File: config.mk
export PLATFORM = sky130hd
export DESIGN_NAME = dbg_inst_encoder
export DESIGN_NICKNAME = d
export VERILOG_FILES = /design/src/rtl/dbg_inst_encoder.sv
export SDC_FILE = /design/constraint.sdc
export NUM_CORES = 1
export LEC_CHECK = 0
export ABC_AREA = 1
export CORE_MARGIN = 10
export CORE_UTILIZATION = 52
export DETAILED_ROUTE_END_ITERATION = 12
export PLACE_DENSITY = 0.88
export SLEW_MARGIN = 20
export SYNTH_ARGS = -nofsm -noshare
export SYNTH_HDL_FRONTEND = slang
export SYNTH_SLANG_ARGS = --single-unit
File: constraint.sdc
create_clock -name clk -period 4.7 [get_ports clk]
set_clock_uncertainty 0.15 [all_clocks]
set_input_delay 1.41 -clock clk [delete_from_list [all_inputs] [get_ports clk]]
set_output_delay 1.41 -clock clk [all_outputs]
set_load 0.005 [all_outputs]
File: src/rtl/dbg_inst_encoder.sv
// dbg_inst_encoder: turns debug read/write commands into LUI/ADDI/SW/LW sequences for instruction injection
module dbg_inst_encoder #(
  parameter logic [4:0] RA_REG = 5'd1,
  parameter logic [4:0] RD_REG = 5'd2
) (
  input  logic        clk,
  input  logic        rst,
  input  logic        cmd_valid,
  output logic        cmd_ready,
  input  logic        cmd_op,
  input  logic [31:0] cmd_addr,
  input  logic [31:0] cmd_data,
  output logic        inst_valid,
  input  logic        inst_ready,
  output logic [31:0] inst,
  output logic        cmd_done
);
  typedef enum logic [2:0] {IDLE, A_HI, A_LO, D_HI, D_LO, MEM} state_e;

  if (RA_REG == 5'd0 || RD_REG == 5'd0 || RA_REG == RD_REG) begin : g_bad_regs
    $error("dbg_inst_encoder: RA_REG/RD_REG must be nonzero and distinct");
  end

  state_e      state_q, state_d;
  logic        op_q, op_d;
  logic [31:0] addr_q, addr_d, data_q, data_d, inst_q, inst_d;
  logic        inst_valid_q, inst_valid_d, done_q, done_d;

  function automatic state_e next_state(input state_e s, input logic op);
    return s == A_HI ? A_LO :
           s == A_LO ? (op ? MEM : D_HI) :
           s == D_HI ? D_LO :
           s == D_LO ? MEM : IDLE;
  endfunction

  // The +0x800 bias in the upper part compensates for ADDI sign-extending the low 12 bits.
  function automatic logic [31:0] encode(input state_e s, input logic op, input logic [31:0] a, input logic [31:0] d);
    logic [31:0] v;
    logic [31:0] hi;
    logic [4:0]  r;
    v  = (s == D_HI || s == D_LO) ? d : a;
    r  = (s == D_HI || s == D_LO) ? RD_REG : RA_REG;
    hi = v + 32'h800;
    return (s == A_HI || s == D_HI) ? {hi[31:12], r, 7'b0110111} :
           (s == A_LO || s == D_LO) ? {v[11:0], r, 3'b000, r, 7'b0010011} :
           (s == MEM && op)         ? {12'b0, RA_REG, 3'b010, RD_REG, 7'b0000011} :
           (s == MEM)               ? {7'b0, RD_REG, RA_REG, 3'b010, 5'b0, 7'b0100011} :
                                      32'h0;
  endfunction

  // Accept in IDLE, advance on handshake; inst register always holds the encoding of the next state.
  always_comb begin
    state_d = state_q;
    op_d    = op_q;
    addr_d  = addr_q;
    data_d  = data_q;
    if (state_q == IDLE && cmd_valid) begin
      state_d = A_HI;
      op_d    = cmd_op;
      addr_d  = cmd_addr;
      data_d  = cmd_data;
    end else if (state_q != IDLE && inst_ready) begin
      state_d = next_state(state_q, op_q);
    end
    inst_d       = encode(state_d, op_d, addr_d, data_d);
    inst_valid_d = state_d != IDLE;
    done_d       = state_q == MEM && inst_ready;
  end

  // State and output registers with asynchronous abort on rst.
  always_ff @(posedge clk or posedge rst) begin
    if (rst) begin
      state_q      <= IDLE;
      op_q         <= 1'b0;
      addr_q       <= 32'h0;
      data_q       <= 32'h0;
      inst_q       <= 32'h0;
      inst_valid_q <= 1'b0;
      done_q       <= 1'b0;
    end else begin
      state_q      <= state_d;
      op_q         <= op_d;
      addr_q       <= addr_d;
      data_q       <= data_d;
      inst_q       <= inst_d;
      inst_valid_q <= inst_valid_d;
      done_q       <= done_d;
    end
  end

  assign cmd_ready  = state_q == IDLE && !rst;
  assign inst_valid = inst_valid_q;
  assign inst       = inst_q;
  assign cmd_done   = done_q;
endmodule

==> flow_summary_export.csv, run 1 <==
group,metric,value,unit
clock_tree,clk_root_buffer_cell,"clkbuf_8",
global_route,wire_length_of_the_first_global_routing_pass,22700,um
worst_setup_path,timing.critical_path.mode_cell,"nand2_1",
detailed_routing,wire_per_inst,14.8,um
worst_setup_path,critical_path.max_stage_delay,0.54,ns
final_layout,finalNonFillerCells,909,
sta,grt_setup_unrepaired,"no",
global_route,grt_antenna_before_repair,0,
synthesis,syn-cell-area,5070,sq um
sta,drv_slew,0,
worst_setup_path,critPathMaxFanout,37,
detailed_routing,drt_iter0_markers,314,
global_route,grt_pass1_vias,4506,
place,post-dp-hpwl,10400,um
sta,setup_viol,0,
outcome,status,"completed",
floorplan,die_area,14100,sq um
clock_tree,cts_setup_buffers,0,
synthesis,synthDominantCellAreaShare,0.474,
place,placement.io_buffers,98,
synthesis,yosysMostFrequentCell,"nand2_1",
clock_tree,clock_path_buffers,2,
worst_setup_path,type_of_the_worst_setup_path,"in -> reg",
final_layout,storage_cell_area,2400,sq um
detailed_routing,drtPass1Iterations,5,
worst_setup_path,cp_data_required_time,4.80,ns
floorplan,row_count,35,
final_layout,finalCoreUtilization,0.678,
synthesis,async_reset_ff_frac,1.00,
clock_tree,clk_latency,0.36,ns
job,maxCapViolCount,0,
sta,tns,0,ns
synthesis,post_synth.cell_area_avg,7.41,sq um
detailed_routing,total_drc_errors_in_the_routed_layout,0,
clock_tree,clock-sinks,96,
clock_tree,post_cts.resized_instances,0,
floorplan,io-pin-count,104,
final_layout,syn_to_final_growth,25.2,%
sta,maxClockFrequency,244,MHz
synthesis,synth_area_leaders,"dfrtp_1 47%, nand2_1 21%, inv_1 5.0%",
sta,min_period,4.10,ns
global_route,gr-usage-all-layers,0.191,
floorplan,floorplan.initialDensity,0.541,
floorplan,fp.dieH,119,um
worst_setup_path,crit_arrival,4.19,ns
synthesis,post_synth_most_frequent_cells,"289 x nand2_1, 96 x dfrtp_1, 67 x inv_1",
place,dp_cells,893,
synthesis,synth.largest_area_cell,"dfrtp_1",
final_layout,final_net_count,845,
detailed_routing,vias_per_instance,5.06,
final_layout,insertedDiodeCount,0,
final_layout,final_layout_size_suffix_gt1_frac,0.0923,
clock_tree,ctsHoldBuffers,0,
floorplan,core,9370,sq um
global_route,grt_start_max_net_pins,97,
worst_setup_path,cp-end-kind,"register",
detailed_routing,route.final.wire_length,13500,um
sta,post-route-period-util,0.872,
clock_tree,cts_buffers,9,
pwr,pd_cells,731,nW/um^2
synthesis,synth_sequential_area_ratio,0.474,
place,gp_congestion,0.971,
clock_tree,cts.htree.levels,3,
synthesis,synth_seq_cells,96,
detailed_routing,vias,4600,
worst_setup_path,cp_cell_sequence,"clkdlybuf4s50_1 -> inv_1 -> a21oi_4 -> nand2_1 -> nand2_2 -> nand2_4 -> nand2_4 -> nand2_1 -> nand2_1 -> ha_1 -> inv_1 -> nor2_4 -> nand2_4 -> nor2_2 -> nand2_1 -> nand2_1 -> nand2_1 -> nand2_1 -> nand2_1",
pwr,ir_worst_vdd,0.328,mV
sta,hold_violations,0,
worst_hold_path,hp-class,"reg -> reg",
synthesis,synth_top_flop_cell,"dfrtp_1",
synthesis,post_synth_num_cell_types,35,
floorplan,die_w,119,um
clock_tree,clk_pin_slew_worst_paths,0.09,ns
synthesis,ys.warnings.count,0,
worst_setup_path,slowest_stage,"clkdlybuf4s50_1",
final_layout,multi_input_gate_area,2230,sq um
clock_tree,cts_tree,"yes",
final_layout,fill_cells,807,
synthesis,synthCells,684,
pwr,total_leakage_power,3.24,nW
global_route,grt.overflow.total,0,
synthesis,post_synth_edffs,0,
worst_setup_path,start_kind,"primary input",
pwr,totalPowerFinal,4.65,mW
detailed_routing,drtAntennaViolNets,0,
per-stage QoR:
stage,worst slack (ns),hold slack (ns),area [sq um]
after floorplan,0.635,0.293,5090
after global placement,0.337,0.309,6110
after detailed placement,0.216,0.316,6110
after CTS,0.605,0.341,6350
after global routing,0.254,0.356,6350
final,0.602,0.338,6350
layout by cell type (no fill, tap or decap), types with 7 or more instances in the layout:
cell type / netlist / layout
a21oi_1: 7 / 7
buf_4: 9 / 7
clkbuf_8: 0 / 11
clkdlybuf4s50_1: 0 / 98
dfrtp_1: 96 / 96
inv_1: 67 / 66
nand2_1: 289 / 289
nand3_1: 39 / 39
nor2_1: 38 / 38
nor2_2: 9 / 9
o21ai_0: 35 / 35
o21ai_1: 8 / 8
or2_2: 18 / 18
worst max-delay path, delay by kind of cell:
kind / cells / cell delay [ns]
AOI/OAI and AO/OA: 1 / 0.20
buffers and inverters: 3 / 0.74
adders and majority gates: 1 / 0.18
and+or+nand+nor: 14 / 1.65
flip-flops by register name (all words and copies together) (netlist names):
signal      flops
addr_q         32
data_q         32
inst           26
state_q         3
cmd_done        1
inst_valid      1
op_q            1
cells by family (layout without fill, tap and decap cells):
family                     Yosys count  count (layout)  synth area share
AOI/OAI and AO/OA                   63              63            0.0738
xor gates and xnor gates             3               3           0.00518
adders and majority gates            1               1           0.00247
buffers and inverters              102             194            0.0903
DFF                                 96              96             0.474
muxes                                2               2           0.00395
other                                1               5          0.000739
and+or+nand+nor                    416             416             0.350
metal layers:
metal | global-route usage | share of wire | routed length (um)
met5 | 0 | 0 | 0
met4 | 0.0481 | 0.013 | 179
met3 | 0.0381 | 0.048 | 643
met2 | 0.307 | 0.46 | 6270
met1 | 0.258 | 0.47 | 6400
final timing paths:
path | slack (ns) | cells past startpoint | end | start
worst min register to register | 0.34 | 2 | data_q[20] | data_q[20]
worst max-delay path | 0.60 | 19 | inst[25] | inst_ready
min in group asynchronous | 1.35 | 3 | cmd_done | rst
max in group asynchronous | 2.67 | 3 | data_q[24] | rst
worst min-delay path | 0.34 | 2 | data_q[20] | data_q[20]
worst max register to register | 1.62 | 20 | inst[25] | state_q[1]
final cells by class:
cell class	instances	share of cell area
clock buffer	11	0.0238
sequential	96	0.378
inverter	72	0.0428
multi-input combinational	490	0.350
tap	129	0.0254
timing repair buffer	106	0.166
clock inverter	5	0.0134
power breakdown:
group          leakage, nW  switching (mW)  total (mW)  internal (mW)
clock                0.117           0.294       0.627          0.333
sequential            1.17           0.122        1.33           1.20
combinational         1.95            1.77        2.69          0.925
(Power assumes the default switching activity.)
==> run 2, diff against run 1 <==
--- a/config.mk
+++ b/config.mk
@@ -6,10 +6,13 @@
 export NUM_CORES = 1
 export LEC_CHECK = 0
 export ABC_AREA = 1
+export CELL_PAD_IN_SITES_DETAIL_PLACEMENT = 1
+export CELL_PAD_IN_SITES_GLOBAL_PLACEMENT = 1
 export CORE_MARGIN = 10
-export CORE_UTILIZATION = 52
+export CORE_UTILIZATION = 37
 export DETAILED_ROUTE_END_ITERATION = 12
-export PLACE_DENSITY = 0.88
+export MAX_ROUTING_LAYER = met4
+export PLACE_DENSITY = 0.87
 export SLEW_MARGIN = 20
 export SYNTH_ARGS = -nofsm -noshare
 export SYNTH_HDL_FRONTEND = slang
==> flow_summary_export.csv, run 2 (same netlist as run 1, synthesis figures left out) <==
group,metric,value,unit
outcome,status,"completed",
pwr,pd_cells,760,nW/um^2
final_layout,insertedDiodeCount,0,
detailed_routing,drtPass1Iterations,4,
sta,post-route-period-util,0.868,
pwr,comb_power_share,0.574,
sta,drv_slew,0,
final_layout,final_common_cell,"nand2_1",
worst_setup_path,critPathMaxFanout,19,
worst_setup_path,cp_data_required_time,4.78,ns
worst_setup_path,cp_cell_sequence,"clkdlybuf4s50_1 -> inv_1 -> a21oi_4 -> nand2_1 -> nand2_1 -> nand2_2 -> nand2_4 -> buf_4 -> nand3_1 -> nand2_2 -> ha_1 -> inv_1 -> nor2_4 -> nand2_1 -> nor2_1 -> nand2_1 -> nand3_1 -> nand3_1",
worst_setup_path,critical_path.max_stage_delay,0.54,ns
pwr,ir_worst_vdd,0.248,mV
worst_setup_path,slowest_stage,"clkdlybuf4s50_1",
clock_tree,ctsHoldBuffers,0,
worst_setup_path,timing.critical_path.mode_cell,"nand2_1",
sta,setup_viol,0,
sta,maxClockFrequency,245,MHz
worst_setup_path,critical_path_launch_point,"inst_ready",
global_route,grt_antenna_before_repair,0,
clock_tree,clk_latency,0.35,ns
job,maxCapViolCount,0,
clock_tree,cts.htree.levels,3,
pwr,total_leakage_power,3.29,nW
sta,max-slew-margin-rel,0.651,
detailed_routing,vias,4636,
floorplan,die_area,18800,sq um
clock_tree,clk_pin_slew_worst_paths,0.07,ns
detailed_routing,drt_iter0_markers,254,
worst_hold_path,min-delay-start,"addr_q[10]",
pwr,seqPwrFrac,0.270,
detailed_routing,vias_per_instance,4.84,
sta,hold_violations,0,
floorplan,fp.dieH,137,um
floorplan,io-pin-count,104,
floorplan,die_w,137,um
place,placed_area,6190,sq um
final_layout,fill_cells,1697,
clock_tree,cts_tree,"yes",
place,placement.io_buffers,98,
pwr,totalPowerFinal,4.94,mW
pwr,internal_power,2.59,mW
final_layout,multi_input_gate_area,2230,sq um
worst_setup_path,cp.buffers_inverters,4,
clock_tree,clock-sinks,96,
worst_setup_path,crit_arrival,4.16,ns
worst_setup_path,cp_top_family,"simple AND/OR/NAND/NOR gates",
detailed_routing,total_drc_errors_in_the_routed_layout,0,
global_route,grt_start_max_net_pins,97,
final_layout,final_design_area_excluding_fillers,6500,sq um
worst_setup_path,cp-end-kind,"register",
worst_setup_path,worst_r2r_startpoint,"state_q[1]",
global_route,wire_length_of_the_first_global_routing_pass,27100,um
final_layout,final_net_count,847,
pwr,p_clk_frac,0.156,
floorplan,floorplan.initialDensity,0.380,
final_layout,storage_cell_area,2400,sq um
sta,worst_pin_slew,0.524,ns
worst_setup_path,type_of_the_worst_setup_path,"in -> reg",
place,gp_congestion,0.887,
pwr,netSwitchingPower,2.35,mW
final_layout,syn_to_final_growth,28.2,%
detailed_routing,wire_per_inst,17.2,um
global_route,grt.overflow.total,0,
global_route,gr-usage-all-layers,0.187,
clock_tree,post_cts.resized_instances,0,
final_layout,final_layout_size_suffix_gt1_frac,0.0946,
pwr,switching_share,0.475,
clock_tree,cts_buffers,9,
floorplan,row_count,42,
clock_tree,clock_path_buffers,2,
worst_hold_path,hp-class,"reg -> reg",
detailed_routing,drtAntennaViolNets,0,
final_layout,top_library_cells_by_usage_in_the_layout_fill_and_taps_aside,"289 x nand2_1, 98 x clkdlybuf4s50_1, 96 x dfrtp_1",
sta,min_period,4.08,ns
sta,grt_setup_unrepaired,"no",
detailed_routing,route.final.wire_length,16500,um
place,post-dp-hpwl,12800,um
global_route,grt_pass1_vias,5105,
clock_tree,clk_root_buffer_cell,"clkbuf_16",
sta,tns,0,ns
floorplan,core,13300,sq um
clock_tree,cts_setup_buffers,0,
worst_setup_path,start_kind,"primary input",
## run 2: changes by cell type in the layout (fill, tap and decap cells not counted), sizes merged
cell	change
buf	+2
clkinv	+2
bufinv	-1
clkinvlp	-1
## run 2: final timing paths
path | slack, ns | endpoint | cells past startpoint
worst max-delay path | 0.62 | inst[23] | 18
max in group asynchronous | 2.60 | addr_q[29] | 3
worst min-delay path | 0.33 | addr_q[10] | 2
min in group asynchronous | 1.38 | cmd_done | 3
worst min register to register | 0.33 | addr_q[10] | 2
worst max register to register | 1.61 | inst[23] | 18
## run 2: power groups by stage
stage | Combinational (mW) | Clock, mW | Sequential, mW
detailed placement | 2.85 | 0 | 1.35
finish | 2.84 | 0.770 | 1.34
global route | 3.23 | 0.825 | 1.37
CTS | 2.87 | 0.787 | 1.34
global placement | 2.74 | 0 | 1.33
floorplan | 1.91 | 0 | 1.32
## run 2: worst register-to-register path, cell delays in order, from the launching register on
cell	delay, ns
dfrtp_1	0.48
nor2_2	0.25
nand3_2	0.18
nand2_1	0.14
inv_2	0.05
nand2_4	0.09
nand2_2	0.08
nand2_4	0.08
buf_4	0.24
nand3_1	0.14
nand2_2	0.14
ha_1	0.18
inv_1	0.08
nor2_4	0.20
nand2_1	0.11
nor2_1	0.16
nand2_1	0.09
nand3_1	0.10
nand3_1	0.07
## run 2: metal layers
metal	routed length, um	vias up	track usage	share of wire
li1	-	2281	-	-
met3	577	16	0.0374	0.035
met5	0	-	-	0
met1	7660	2251	0.230	0.47
met4	225	0	0.0451	0.014
met2	8000	88	0.311	0.49
## run 2: per-stage QoR
| step | setup slack, ns | hold slack, ns | util | std cells |
|---|---|---|---|---|
| finish | 0.622 | 0.333 | 0.487 | 958 |
| global route | 0.309 | 0.347 | 0.487 | 958 |
| CTS | 0.599 | 0.334 | 0.487 | 958 |
| detailed placement | 0.230 | 0.318 | 0.464 | 942 |
| global placement | 0.443 | 0.310 | 0.464 | 942 |
| floorplan | 0.635 | 0.293 | - | 688 |
## run 2: layout make-up
type,instances,area share
sequential,96,0.369
multi-input combinational,490,0.342
timing repair buffer,108,0.164
inverter,72,0.0418
clock buffer,11,0.0389
tap,176,0.0339
clock inverter,5,0.00943
